<file path="config.mk">
export PLATFORM = sky130hd
export DESIGN_NAME = sl_transmitter
export DESIGN_NICKNAME = d
export VERILOG_FILES = /design/src/rtl/sl_pkg.sv /design/src/rtl/sl_phase_timer.sv /design/src/rtl/sl_transmitter.sv
export SDC_FILE = /design/constraint.sdc
export NUM_CORES = 1
export LEC_CHECK = 0
export CORE_AREA = 3 3 99 101
export DETAILED_ROUTE_END_ITERATION = 8
export DIE_AREA = 0 0 102 104
export GPL_TIMING_DRIVEN = 0
export PLACE_DENSITY = 0.86
export SYNTH_ARGS = -nofsm -noshare
export SYNTH_HDL_FRONTEND = slang
export SYNTH_HIERARCHICAL = 1
export SYNTH_SLANG_ARGS = --single-unit
</file>
<file path="constraint.sdc">
create_clock -name clk -period 2.9 [get_ports clk]
set_input_delay 0.58 -clock clk [delete_from_list [all_inputs] [get_ports clk]]
set_output_delay 0.58 -clock clk [all_outputs]
set_load 0.01 [all_outputs]
</file>
<file path="src/rtl/sl_pkg.sv">
// sl_pkg: definitions shared by the SL transmitter and SL receiver.
//   - configuration field bit positions and the configuration reset value
//   - legal data bit count range
//   - transmitter FSM state encoding
//   - helpers to validate a bit count and mask a word down to it
package sl_pkg;

  localparam int CFG_PCE = 0;
  localparam int CFG_BQL = 1;
  localparam int CFG_BQH = 6;
  localparam int CFG_PEI = 9;

  localparam logic [15:0] CFG_RESET = 16'h0010;

  localparam int BQ_MIN = 8;
  localparam int BQ_MAX = 32;

  typedef enum logic [2:0] {
    TX_IDLE,
    TX_BIT_LOW,
    TX_BIT_HIGH,
    TX_STOP_LOW,
    TX_STOP_HIGH
  } tx_state_e;

  // Bit count must be even and within BQ_MIN..BQ_MAX.
  function automatic logic bq_valid(input logic [5:0] bq);
    return !bq[0] && (bq >= 6'(BQ_MIN)) && (bq <= 6'(BQ_MAX));
  endfunction

  // Mask with the low bq bits set; only called with legal bq values.
  function automatic logic [31:0] bq_mask(input logic [5:0] bq);
    return 32'hFFFF_FFFF >> (6'd32 - bq);
  endfunction

endpackage

</file>
<file path="src/rtl/sl_phase_timer.sv">
// sl_phase_timer: loadable down-counter timing one line phase.
//   clk, rst     : clock, asynchronous active-high reset
//   load_i       : load load_val_i into the counter this edge
//   load_val_i   : value to load (phase length minus one for a plain phase)
//   expired_o    : counter has reached zero
module sl_phase_timer #(
  parameter int W = 4
) (
  input  logic         clk,
  input  logic         rst,
  input  logic         load_i,
  input  logic [W-1:0] load_val_i,
  output logic         expired_o
);

  logic [W-1:0] cnt_q;

  always_ff @(posedge clk or posedge rst) begin
    if (rst) begin
      cnt_q <= '0;
    end else if (load_i) begin
      cnt_q <= load_val_i;
    end else if (cnt_q != '0) begin
      cnt_q <= cnt_q - 1'b1;
    end
  end

  assign expired_o = (cnt_q == '0);

endmodule

</file>
<file path="src/rtl/sl_transmitter.sv">
// sl_transmitter: serial-line word transmitter on the zeroes/ones line pair.
// Sends BQ data bits LSB first, an odd-ones parity bit (optionally inverted
// by PEI), then a stop bit; every bit is followed by an idle-high gap.
//   clk, rst            : clock, asynchronous active-high reset
//   wr_config_w         : configuration value to write
//   wr_enable           : configuration write request (dropped unless idle and BQ legal)
//   tx_data_w           : word to send, bits at BQ and above ignored
//   tx_req              : send request, accepted when tx_ready is high
//   tx_ready            : idle and able to accept a word
//   tx_done             : one-cycle pulse at the end of a frame
//   serial_line_zeroes  : zeroes line, idle high
//   serial_line_ones    : ones line, idle high
//   r_config_w          : current configuration
//
// state        | meaning
// TX_IDLE      | lines high, waiting for a handshake
// TX_BIT_LOW   | data or parity bit: one line held low
// TX_BIT_HIGH  | both lines high after a bit
// TX_STOP_LOW  | stop bit: both lines low
// TX_STOP_HIGH | both lines high after the stop bit, then done
module sl_transmitter
  import sl_pkg::*;
#(
  parameter int LOW_CYCLES   = 8,
  parameter int HIGH_CYCLES  = 8,
  parameter int CONFIG_WIDTH = 16
) (
  input  logic                    clk,
  input  logic                    rst,
  input  logic [CONFIG_WIDTH-1:0] wr_config_w,
  input  logic                    wr_enable,
  input  logic [31:0]             tx_data_w,
  input  logic                    tx_req,
  output logic                    tx_ready,
  output logic                    tx_done,
  output logic                    serial_line_zeroes,
  output logic                    serial_line_ones,
  output logic [CONFIG_WIDTH-1:0] r_config_w
);

  localparam int PH_MAX = (LOW_CYCLES > HIGH_CYCLES) ? LOW_CYCLES : HIGH_CYCLES;
  localparam int PH_W   = $clog2(PH_MAX + 1);

  tx_state_e             state_q;
  logic [CONFIG_WIDTH-1:0] cfg_q;
  logic [5:0]            bq_q;
  logic                  par_q;
  logic [31:0]           shreg_q;
  logic [5:0]            bit_cnt_q;
  logic                  zeroes_q;
  logic                  ones_q;
  logic                  ready_q;
  logic                  done_q;

  logic                  hs;
  logic                  cur_bit;
  logic                  nxt_bit;
  logic                  tm_load;
  logic [PH_W-1:0]       tm_val;
  logic                  tm_exp;
  logic [5:0]            cfg_bq;
  logic [31:0]           data_masked;

  assign hs          = tx_req && ready_q;
  assign cfg_bq      = cfg_q[CFG_BQH:CFG_BQL];
  assign data_masked = tx_data_w & bq_mask(cfg_bq);

  // bit_cnt_q holds the index of the bit on the line (during BIT_LOW) or of
  // the next bit to send (during BIT_HIGH); index BQ is the parity bit.
  assign cur_bit = (bit_cnt_q == bq_q) ? par_q : shreg_q[0];
  assign nxt_bit = (bit_cnt_q == bq_q) ? par_q : shreg_q[1];

  // The first low phase is loaded with the full LOW_CYCLES because the line
  // drops one clock after the handshake; all later phases start on the same
  // edge their lines change, so they load length minus one.
  always_comb begin
    tm_load = 1'b0;
    tm_val  = '0;
    case (state_q)
      TX_IDLE: begin
        if (hs) begin
          tm_load = 1'b1;
          tm_val  = PH_W'(LOW_CYCLES);
        end
      end
      TX_BIT_LOW, TX_STOP_LOW: begin
        if (tm_exp) begin
          tm_load = 1'b1;
          tm_val  = PH_W'(HIGH_CYCLES - 1);
        end
      end
      TX_BIT_HIGH: begin
        if (tm_exp) begin
          tm_load = 1'b1;
          tm_val  = PH_W'(LOW_CYCLES - 1);
        end
      end
      default: ;
    endcase
  end

  sl_phase_timer #(.W(PH_W)) u_timer (
    .clk        (clk),
    .rst        (rst),
    .load_i     (tm_load),
    .load_val_i (tm_val),
    .expired_o  (tm_exp)
  );

  always_ff @(posedge clk or posedge rst) begin
    if (rst) begin
      state_q   <= TX_IDLE;
      cfg_q     <= CONFIG_WIDTH'(CFG_RESET);
      bq_q      <= 6'(BQ_MIN);
      par_q     <= 1'b0;
      shreg_q   <= '0;
      bit_cnt_q <= '0;
      zeroes_q  <= 1'b1;
      ones_q    <= 1'b1;
      ready_q   <= 1'b1;
      done_q    <= 1'b0;
    end else begin
      done_q <= 1'b0;

      if ((state_q == TX_IDLE) && wr_enable && bq_valid(wr_config_w[CFG_BQH:CFG_BQL])) begin
        cfg_q <= wr_config_w;
      end

      case (state_q)
        TX_IDLE: begin
          // Frame parameters come from the configuration held before any
          // write on this same edge.
          if (hs) begin
            state_q   <= TX_BIT_LOW;
            ready_q   <= 1'b0;
            bq_q      <= cfg_bq;
            shreg_q   <= data_masked;
            par_q     <= (~^data_masked) ^ cfg_q[CFG_PEI];
            bit_cnt_q <= '0;
          end
        end
        TX_BIT_LOW: begin
          if (tm_exp) begin
            state_q   <= TX_BIT_HIGH;
            zeroes_q  <= 1'b1;
            ones_q    <= 1'b1;
            bit_cnt_q <= bit_cnt_q + 6'd1;
          end else begin
            zeroes_q <= cur_bit;
            ones_q   <= ~cur_bit;
          end
        end
        TX_BIT_HIGH: begin
          if (tm_exp) begin
            if (bit_cnt_q == bq_q + 6'd1) begin
              state_q  <= TX_STOP_LOW;
              zeroes_q <= 1'b0;
              ones_q   <= 1'b0;
            end else begin
              state_q  <= TX_BIT_LOW;
              shreg_q  <= shreg_q >> 1;
              zeroes_q <= nxt_bit;
              ones_q   <= ~nxt_bit;
            end
          end
        end
        TX_STOP_LOW: begin
          if (tm_exp) begin
            state_q  <= TX_STOP_HIGH;
            zeroes_q <= 1'b1;
            ones_q   <= 1'b1;
          end
        end
        TX_STOP_HIGH: begin
          if (tm_exp) begin
            state_q <= TX_IDLE;
            done_q  <= 1'b1;
            ready_q <= 1'b1;
          end
        end
        default: state_q <= TX_IDLE;
      endcase
    end
  end

  assign tx_ready           = ready_q;
  assign tx_done            = done_q;
  assign serial_line_zeroes = zeroes_q;
  assign serial_line_ones   = ones_q;
  assign r_config_w         = cfg_q;

endmodule
</file>
==> metrics.cfg <==
[sta]
fin_skew_ps=16.4
slew_headroom_pct=43.1
finalCriticalPeriod_ps=3000
final.setup.worst_slack_ps=-101
maxSlewViolCount=0
totalNegativeSetupSlack_ps=-101
fin_crit_sh_pct=103
setup_viol=1
tightest_slew_ps=853
hold_violations=0
max_freq_ghz=0.333
grt_setup_unrepaired=yes

[finish]
seq_area_um2=1810
area_growth_pct=31.5
drive_gt1_share_pct=16.8
antenna_cells=0
multi_input_area_um2=2630
fill_cells=699
stdcell_count=711
nets=654

[detailed_routing]
dr.pass1.iters=6
wl_per_cell_um=17.9
viasPerCell=5.94
vias=4220
drc=0
routed_wl_mm=12.7
antenna_left=0
drt_iter0_drc=336

[logic_synthesis]
avgSynthCellArea_um2=8.77
syn_inst=501
yosys.area_share.adder_pct=1.99
synth_seq_cells=72
synth_edf_count=0
synth_cell_types=56
synth-compound-area-share_pct=17.9
synth_area_um2=4400
synth-simple-area-share_pct=20.4
ys_seq_area_share_pct=41.1
synth_top_area_share_pct=38.1
synth_xor_area_share_pct=9.31
synth_mux_area_share_pct=5.58
synth_area_leaders=dfrtp_1 38%, nor2_1 5.7%, a21oi_1 5.1%
synth_top_area_cell=dfrtp_1
synth_top_family_by_area=simple AND/OR/NAND/NOR gates
synth_ff_type=dfrtp_1
yosysWarningCount=6
async_reset_ff_share_pct=100
synth_nets=560

[outcome]
run_status=complete, but fails checks
failed_checks=setup timing

[global_route]
grt_first_pass_wirelength_mm=20.3
grt_max_degree=69
overflow=0
grtUsageTotal_pct=24.0
antenna_found_initial=0
grt_pass1_vias=4101

[setup_path]
cp-start-kind=register
path_max_fanout=7
path_class=reg2reg
slowest_delay_ps=600
critical-path-top-delay-family=simple AND/OR/NAND/NOR gates
crit_arrival_ps=3290
path_cells=or4_4 -> buf_4 -> nand2_4 -> nand2_2 -> nor2_2 -> xnor3_1 -> xnor2_2 -> mux2i_1 -> xnor2_1 -> xnor3_1 -> o21ai_1
slowest_stage=or4_4
critPathRequiredTime_ps=3190
worst_path_most_repeated_cell=xnor3_1
critPathCaptureType=register
crit_buf_inv=1

[floorplan]
row_count=35
initial_core_util_pct=48.3
fp.dieW_um=102
die-area_um2=10600
ioPinCount=72
core_region_area_um2=9110
die_h_um=104

[place]
place_hpwl_mm=8.86
dp_cells=683
place_congestion=0.927
io_buffers=71

[clock_tree]
clk_path_buf_depth=2
cts_htree_levels=3
clk_latency_ps=370
numCtsBuffers=9
cts_root_buf=clkbuf_8
clk_pin_slew_ps=90
hold_buffers=0
cts_sinks=72
cts_tree=built

[run]
maxCapViolCount=0

[min_path]
min_path_type=in2async

[power_and_ir_drop]
leakage_uw=0.00241
p_per_area_nw_per_um2=348
peakVddDrop_mv=0.252

[cell usage after synthesis (4+ instances only)]
library cell and n:
a21oi_1 45, a22oi_1 5, a31oi_1 9, a32oi_1 18, and2_1 4, clkbuf_1 20
dfrtp_1 67, dfstp_2 5, ha_1 7, inv_1 13, mux2_2 20, nand2_1 58
nand2b_1 9, nand3_1 14, nor2_1 67, nor2b_1 6, nor3_1 12, o21ai_0 21
o22ai_1 6, or3_1 4, xnor2_1 18, xor2_1 21
[cell usage in the layout, fill, tap and decap left out, types with 10 or more instances in the layout]
cell type        instances
xnor2_1                 15
nor3_1                  10
nand2_1                 56
mux2_2                  20
a32oi_1                 17
o21ai_0                 19
nand3_1                 14
dfrtp_1                 64
buf_4                   12
nor2_1                  66
clkdlybuf4s50_1         71
a21oi_1                 45
clkbuf_1                15
xor2_1                  21
[final timing paths]
check / startpoint / endpoint / slack (ps) / cells past startpoint
worst max-delay path: r_config_w[2]$_DFFE_PP0P_ / par_q$_DFFE_PP0P_ / -100 / 11
worst min-delay path: rst / u_timer/cnt_q[2]$_DFFE_PP0P_ / 490 / 2
worst max register to register: r_config_w[2]$_DFFE_PP0P_ / par_q$_DFFE_PP0P_ / -100 / 11
worst min register to register: bq_q[3]$_DFFE_PP1P_ / bq_q[3]$_DFFE_PP1P_ / 490 / 2
max in group asynchronous: rst / r_config_w[3]$_DFFE_PP0P_ / 1530 / 2
min in group clk: bq_q[3]$_DFFE_PP1P_ / bq_q[3]$_DFFE_PP1P_ / 490 / 2
[layer usage]
metal	wire length [um]	GRT usage, %
met1	5240	32.9
met2	6150	38.1
met3	977	4.56
met4	350	7.97
met5	0	0
[power breakdown]
group | total, uW | internal, uW | switching (uW)
combinational | 195 | 113 | 82.6
sequential | 1000 | 1000 | 0
clock | 815 | 402 | 413
[final cells by class]
type	count	area share (%)
multi-input combinational	389	45.4
inverter	14	1.04
timing repair buffer	84	14.4
sequential	72	31.3
tap	111	2.40
clock inverter	6	1.19
clock buffer	10	2.21
buffer	25	1.97
[kinds of logic after synthesis]
family | Yosys count
buf+inv | 40
xor+xnor | 42
mux | 22
fa+ha+maj | 7
flops | 72
compound gates | 125
simple gates | 193
[flip-flops by register name, summed over array words and instances (netlist names)]
name	cells
serial_line_ones	1
shreg_q	32
par_q	1
bq_q	6
bit_cnt_q	6
u_timer/cnt_q	4
tx_ready	1
r_config_w	16
tx_done	1
serial_line_zeroes	1
state_q	3
[metrics by stage]
step	cell area [um2]	util, %	hold WS, ps	power (uW)	worst slack [ps]
after floorplan	4400	-	346	1110	3.74
after global placement	5250	57.6	474	1210	-557
after detailed placement	5250	57.6	478	1210	-522
after CTS	5510	60.5	489	2010	-204
after global routing	5780	63.5	503	2080	-174
final	5780	63.5	486	2010	-101
[worst reg2reg max path, delay by kind of cell (launching register included)]
kind | cells | cell delay (ps)
xor+xnor | 4 | 910
buf+inv | 1 | 170
simple gates | 4 | 930
compound gates | 1 | 150
mux | 1 | 290
flops | 1 | 490
[repair_timing]
action | 4_1_cts | 5_1_grt
endpoints found under the hold margin | 0 | 0
setup endpoints to repair | 33 | 35
resized for setup | 13 | 52
setup buffers | 1 | 12
pin swaps | 1 | 15
(Power assumes the default switching activity.)
==> variant 1, RTL diff (same flow settings) <==
Set the parameter `CONFIG_WIDTH` to 24 (it was 16).
--- a/src/rtl/sl_transmitter.sv
+++ b/src/rtl/sl_transmitter.sv
@@ -23,7 +23,7 @@
 #(
   parameter int LOW_CYCLES   = 8,
   parameter int HIGH_CYCLES  = 8,
-  parameter int CONFIG_WIDTH = 16
+  parameter int CONFIG_WIDTH = 24
 ) (
   input  logic                    clk,
   input  logic                    rst,
Ports: changed (resized r_config_w and wr_config_w); port bits go from 72 to 88. No check against the original RTL was run, so the function may have changed too.
==> variant 1 against the original RTL <==
- the flow still finishes with violations (negative setup slack)
- total power is 8.4% higher
- setup slack worse by 0.10 ns
- sequential cell count grew 8
- via count grew 12%
- count of clock-buffer cells in the layout decreased by 1
- wire length up 13%
- final area grew 12%
- maximum frequency shrank 3.3%
- area after synthesis is 12% higher
- core utilization rose by 7.5 points
- critical path type unchanged
==> variant 1: results (changes against the original RTL) <==
Cells and area
  – Share of cells above drive strength 1: 0.1705 (+0.002174)
  – Cell Count, Final, Fillers Out: 762 (+7.2%)
  – Nets: 713 (+9.0%)

Yosys
  – Post-synth cell types: 61 (+8.9%)
  – Top cells by count, synth: 75 x dfrtp_1, 65 x nor2_1, 47 x nand2_1, 38 x a21oi_1
  – Syn Nets: 606 (+8.2%)
  – Post-synthesis mux area share: 0.07671 (+0.02092)
  – Ranking of synthesized cells by area: dfrtp_1 38%, mux2_2 7.1%, nor2_1 4.9%
  – XOR/XNOR share of the synthesized area: 0.07418 (-0.01891)
  – Post-synthesis adder-cell area fraction: 0.01975 (-0.0001792)

Clock network
  – Post-cts resize count: 11 (-2)
  – CTS buffer count: 9 (unchanged)
  – Post-CTS Setup Inserts: 2 (+1)
  – Worst skew pair latency: 0.35 ns (-0.02 ns)

Placed design
  – Hpwl dp: 10.35 mm (+17%)
  – PortBufs: 87 (+23%)
  – Dpl ws: -0.5842 ns (-0.06190 ns)
  – DP Area: 6006 sq um (+14%)
  – Placed Cells: 738 (+8.1%)

Pwr
  – Leak Pwr: 2.724 nW (+13%)
  – Worst IR Drop VDD: 0.2079 mV (-18%)
  – Power Internal: 0.001639 W (+7.9%)

Run status
  – Failing checks: negative setup slack
  – Status: finished with violations

Detailed routing
  – Post-Route WL: 14.38 mm (+13%)
  – Met2 wire len: 6.818 mm (+11%)
  – Initial DRC count: 315 (-6.3%)
  – Met3 wire length: 1.406 mm (+44%)
  – Met1 Wirelength: 5.667 mm (+8.2%)

Global routing
  – Met1 Use GR: 0.3385 (+0.009084)
  – First-pass GRT wire length: 22.83 mm (+12%)
  – Largest net degree at the start of global routing: 52 (-25%)
  – Total Routing Usage GR: 0.2665 (+0.02608)
  – Vias in the first global route: 4,707 (+15%)
  – GR Util met3: 0.06908 (+0.02347)
  – M2 GR Usage: 0.4290 (+0.04782)

STA
  – Final setup viols: 1 (unchanged)
  – Post-route setup slack: -0.2043 ns (-0.1031 ns)
  – Relative slew margins: 0.3093 (-0.1219)

Setup path
  – Crit Path Max Fanout: 5 (-2)
## variant 1: cell types whose count changed after synthesis, moves of 7 or more
cell,before,now
clkbuf_1,20,31
mux2_2,20,31
nand2_1,58,47
dfrtp_1,67,75
xor2_1,21,13
a21oi_1,45,38
## variant 1: final timing paths
kind                                      from          endpoint  slack, ns  depth (start not counted)
min in group clk                r_config_w[11]    r_config_w[11]       0.51                          1
worst min register to register  r_config_w[11]    r_config_w[11]       0.51                          1
worst max-delay path             r_config_w[2]             par_q      -0.20                         14
max in group asynchronous                  rst     r_config_w[4]       1.71                          3
worst max register to register   r_config_w[2]             par_q      -0.20                         14
worst min-delay path                       rst  u_timer/cnt_q[2]       0.49                          2
## variant 1: layout make-up
cell class / instances / area (sq um) / share of cell area
clock inverter: 7 / 77.57 / 0.01201
buffer: 33 / 168.9 / 0.02614
inverter: 14 / 60.06 / 0.009295
clock buffer: 9 / 123.9 / 0.01917
multi-input combinational: 411 / 2897 / 0.4483
tap: 111 / 138.9 / 0.02149
timing repair buffer: 97 / 983.4 / 0.1522
sequential: 80 / 2012 / 0.3114
## variant 1: critical path, stage by stage (launching register included)
cell and delay (ns):
dfrtp_2 0.45, inv_4 0.09, ha_4 0.14, inv_2 0.05, ha_4 0.26, buf_8 0.14, nand3b_1 0.17, a311oi_2 0.14
a211oi_2 0.24, xnor3_1 0.24, o211ai_1 0.22, xnor2_1 0.20, xnor3_1 0.39, xnor2_1 0.16, a21oi_1 0.08
## variant 1: power groups by stage
stage | Combinational (W) | Sequential, W | Clock [W]
finish | 0.000204 | 0.00111 | 0.000864
global placement | 0.000189 | 0.00114 | 0
floorplan | 0.0000769 | 0.00114 | 0
detailed placement | 0.000196 | 0.00114 | 0
global route | 0.000218 | 0.00111 | 0.000922
CTS | 0.000199 | 0.00111 | 0.000874
==> variant 2, RTL diff (config.mk and constraints unchanged) <==
Made on the original files. Add an input register stage for `wr_config_w`; this delays it by one clock. The other inputs are not delayed to match.
--- a/src/rtl/sl_transmitter.sv
+++ b/src/rtl/sl_transmitter.sv
@@ -40,6 +40,12 @@
 
   localparam int PH_MAX = (LOW_CYCLES > HIGH_CYCLES) ? LOW_CYCLES : HIGH_CYCLES;
   localparam int PH_W   = $clog2(PH_MAX + 1);
+
+  logic [CONFIG_WIDTH-1:0] wr_config_w_q;
+
+  always_ff @(posedge clk) begin
+    wr_config_w_q <= wr_config_w;
+  end
 
   tx_state_e             state_q;
   logic [CONFIG_WIDTH-1:0] cfg_q;
@@ -122,8 +128,8 @@
     end else begin
       done_q <= 1'b0;
 
-      if ((state_q == TX_IDLE) && wr_enable && bq_valid(wr_config_w[CFG_BQH:CFG_BQL])) begin
-        cfg_q <= wr_config_w;
+      if ((state_q == TX_IDLE) && wr_enable && bq_valid(wr_config_w_q[CFG_BQH:CFG_BQL])) begin
+        cfg_q <= wr_config_w_q;
       end
 
       case (state_q)
Behaviour: not the same (Yosys sat finds a counterexample within 4 cycles, from zero or initial values and one cycle with rst high).
==> variant 2 against the original RTL <==
- the flow still finishes with violations (negative setup slack)
- critical path depth grew 4
- total power grew 11%
- setup slack lost 0.14 ns
- final area grew 8.5%
- worst hold slack lost 0.019 ns
- sequential cell count grew 16
- area after synthesis grew 8.3%
- global-route usage grew 1.6 points
- wire length grew 6.6%
- critical endpoint unchanged
==> variant 2: results (changes against the original RTL) <==
Run status
  – Status: finished with violations
  – Failing checks: negative setup slack

Cells and area
  – Max reg flops: 32 (unchanged)
  – Largest register by flop count: shreg_q
  – Nets: 682 (+4.3%)
  – Share of cells above drive strength 1: 0.2073 (+0.03900)
  – Number of fill cells: 673 (-3.7%)

Global routing
  – Antenna violations before repair: 0 (unchanged)
  – Overflow after GRT: 0 (unchanged)
  – M2 GR Usage: 0.4048 (+0.02368)
  – Met1 Use GR: 0.3428 (+0.01332)
  – Total Routing Usage GR: 0.2563 (+0.01591)
  – GR Util met3: 0.05433 (+0.008719)
  – Vias in the first global route: 4,431 (+8.0%)
  – Largest net degree at the start of global routing: 69 (unchanged)
  – First-pass GRT wire length: 21.45 mm (+5.4%)

Setup path
  – RR Endpoint: par_q
  – Crit Path Max Fanout: 10 (+3)
  – Worst reg2reg path depth: 15 (+4)
  – Delay of the slowest critical-path stage: 0.46 ns (-0.14 ns)
  – Crit path arrival time: 3.40 ns (+0.11 ns)
  – Crit path max-delay cell type: dfrtp_2
  – RR Startpoint: r_config_w[2]
  – Crit Path Category: register to register

Yosys
  – Top-count cell post-synth: dfrtp_1
  – Seq/Total Area, Yosys: 0.4473 (+0.03595)
  – Async set or reset register ratio after synthesis: 0.8182 (-0.1818)
  – Syn Nets: 573 (+2.3%)
  – Post-synth cell types: 70 (+25%)
  – Ranking of synthesized cells by area: dfrtp_1 35%, dfxtp_1 6.7%, a21oi_1 5.8%
  – Top cells by count, synth: 67 x dfrtp_1, 60 x nor2_1, 55 x a21oi_1, 46 x nand2_1, 26 x xnor2_1
  – Ys Warns: 6 (unchanged)

Hold path
  – Worst hold path type: register to register
  – Beginning of the worst hold path: wr_config_w_q[9]

Detailed routing
  – Mean routed wirelength per cell: 18.37 um (+2.7%)
  – DRC Markers: 0 (unchanged)
  – Initial DRC count: 386 (+15%)
  – Vias per inst: 5.985 (+0.84%)
  – DRT Pass-1 Iters: 5 (-1)

Placed design
  – Hpwl dp: 9.133 mm (+3.1%)
  – RePlAce Congestion: 0.9717 (+4.8%)
  – PortBufs: 71 (unchanged)
  – Dpl ws: -0.7473 ns (-0.2251 ns)
  – DP Area: 5658 sq um (+7.8%)

Pwr
  – Worst IR Drop VDD: 0.3056 mV (+21%)
  – Leak Pwr: 2.630 nW (+9.1%)
  – Power Internal: 0.001659 W (+9.3%)

STA
  – Relative slew margins: 0.4342 (+0.002974)
  – Final setup viols: 1 (unchanged)
  – Clock Skew: 0.01391 ns (-0.002516 ns)
  – Post-route setup slack: -0.2431 ns (-0.1419 ns)

Clock network
  – Clk pin slew, worst setup/hold paths: 0.10 ns
  – Clock tree buffer depth: 2 (unchanged)
  – CTS buffer count: 9 (unchanged)
  – Worst skew pair latency: 0.37 ns (about the same)
  – H-tree levels: 3 (unchanged)
[variant 2: kinds of logic (layout without fill, tap and decap cells)]
family / after synthesis / in the layout / synth area share
buf+inv: 44 / 158 / 0.04391
xor+xnor: 41 / 41 / 0.08283
compound gates: 130 / 130 / 0.1699
flops: 88 / 88 / 0.4473
mux: 22 / 22 / 0.05128
fa+ha+maj: 8 / 8 / 0.02104
simple gates: 180 / 180 / 0.1838
[variant 2: final cells by class]
class / count / area (sq um) / area share
buffer: 25 / 170.2 / 0.02712
clock buffer: 9 / 123.9 / 0.01974
clock inverter: 7 / 76.32 / 0.01217
inverter: 19 / 78.83 / 0.01256
multi-input combinational: 381 / 2629 / 0.4190
sequential: 88 / 2132 / 0.3398
tap: 111 / 138.9 / 0.02214
timing repair buffer: 98 / 924.6 / 0.1474
[variant 2: metal layers]
layer / up-vias / share of wire
met5: - / 0
met4: 0 / 0.029
met3: 46 / 0.073
met2: 226 / 0.49
met1: 2129 / 0.41
li1: 2016 / -
[variant 2: stage by stage]
| step | instances | util | setup TNS (ns) |
|---|---|---|---|
| after floorplan | 513 | - | 0 |
| after global placement | 695 | 0.6209 | -36.19 |
| final | 738 | 0.6887 | -0.2431 |
| after global routing | 738 | 0.6887 | -4.691 |
| after CTS | 730 | 0.6747 | -0.1642 |
| after detailed placement | 695 | 0.6212 | -0.7473 |
[variant 2: worst min path at each step]
stage / to / slack (ns) / depth (start not counted)
detailed placement: r_config_w[8] / 0.45 / 1
finish: r_config_w[9] / 0.47 / 1
global placement: r_config_w[10] / 0.44 / 1
floorplan: u_timer/cnt_q[0] / 0.35 / 1
global route: r_config_w[12] / 0.48 / 1
CTS: r_config_w[8] / 0.47 / 1
[variant 2: repair_timing]
| action | in CTS | in global routing |
|---|---|---|
| setup buffers | 19 | 8 |
| endpoints found under the setup margin | 1 | 33 |
| pin swaps | 9 | 15 |
| gates resized for setup | 29 | 18 |
[variant 2: critical path, delay by kind of cell, from the launching register on]
family | cells | cell delay [ns]
xor gates and xnor gates | 4 | 0.84
buffers and inverters | 4 | 0.47
DFF | 1 | 0.46
AOI/OAI and AO/OA | 3 | 0.45
adders and majority gates | 2 | 0.38
muxes | 1 | 0.26
and+or+nand+nor | 1 | 0.14
[variant 2: power by group through the flow]
stage	registers (W)	logic, W	clock network [W]
final	0.00124	0.000129	0.000871
after CTS	0.00124	0.000127	0.000877
after detailed placement	0.00126	0.000122	0
after global routing	0.00124	0.000138	0.000938
after global placement	0.00126	0.000118	0
after floorplan	0.00126	0.0000355	0
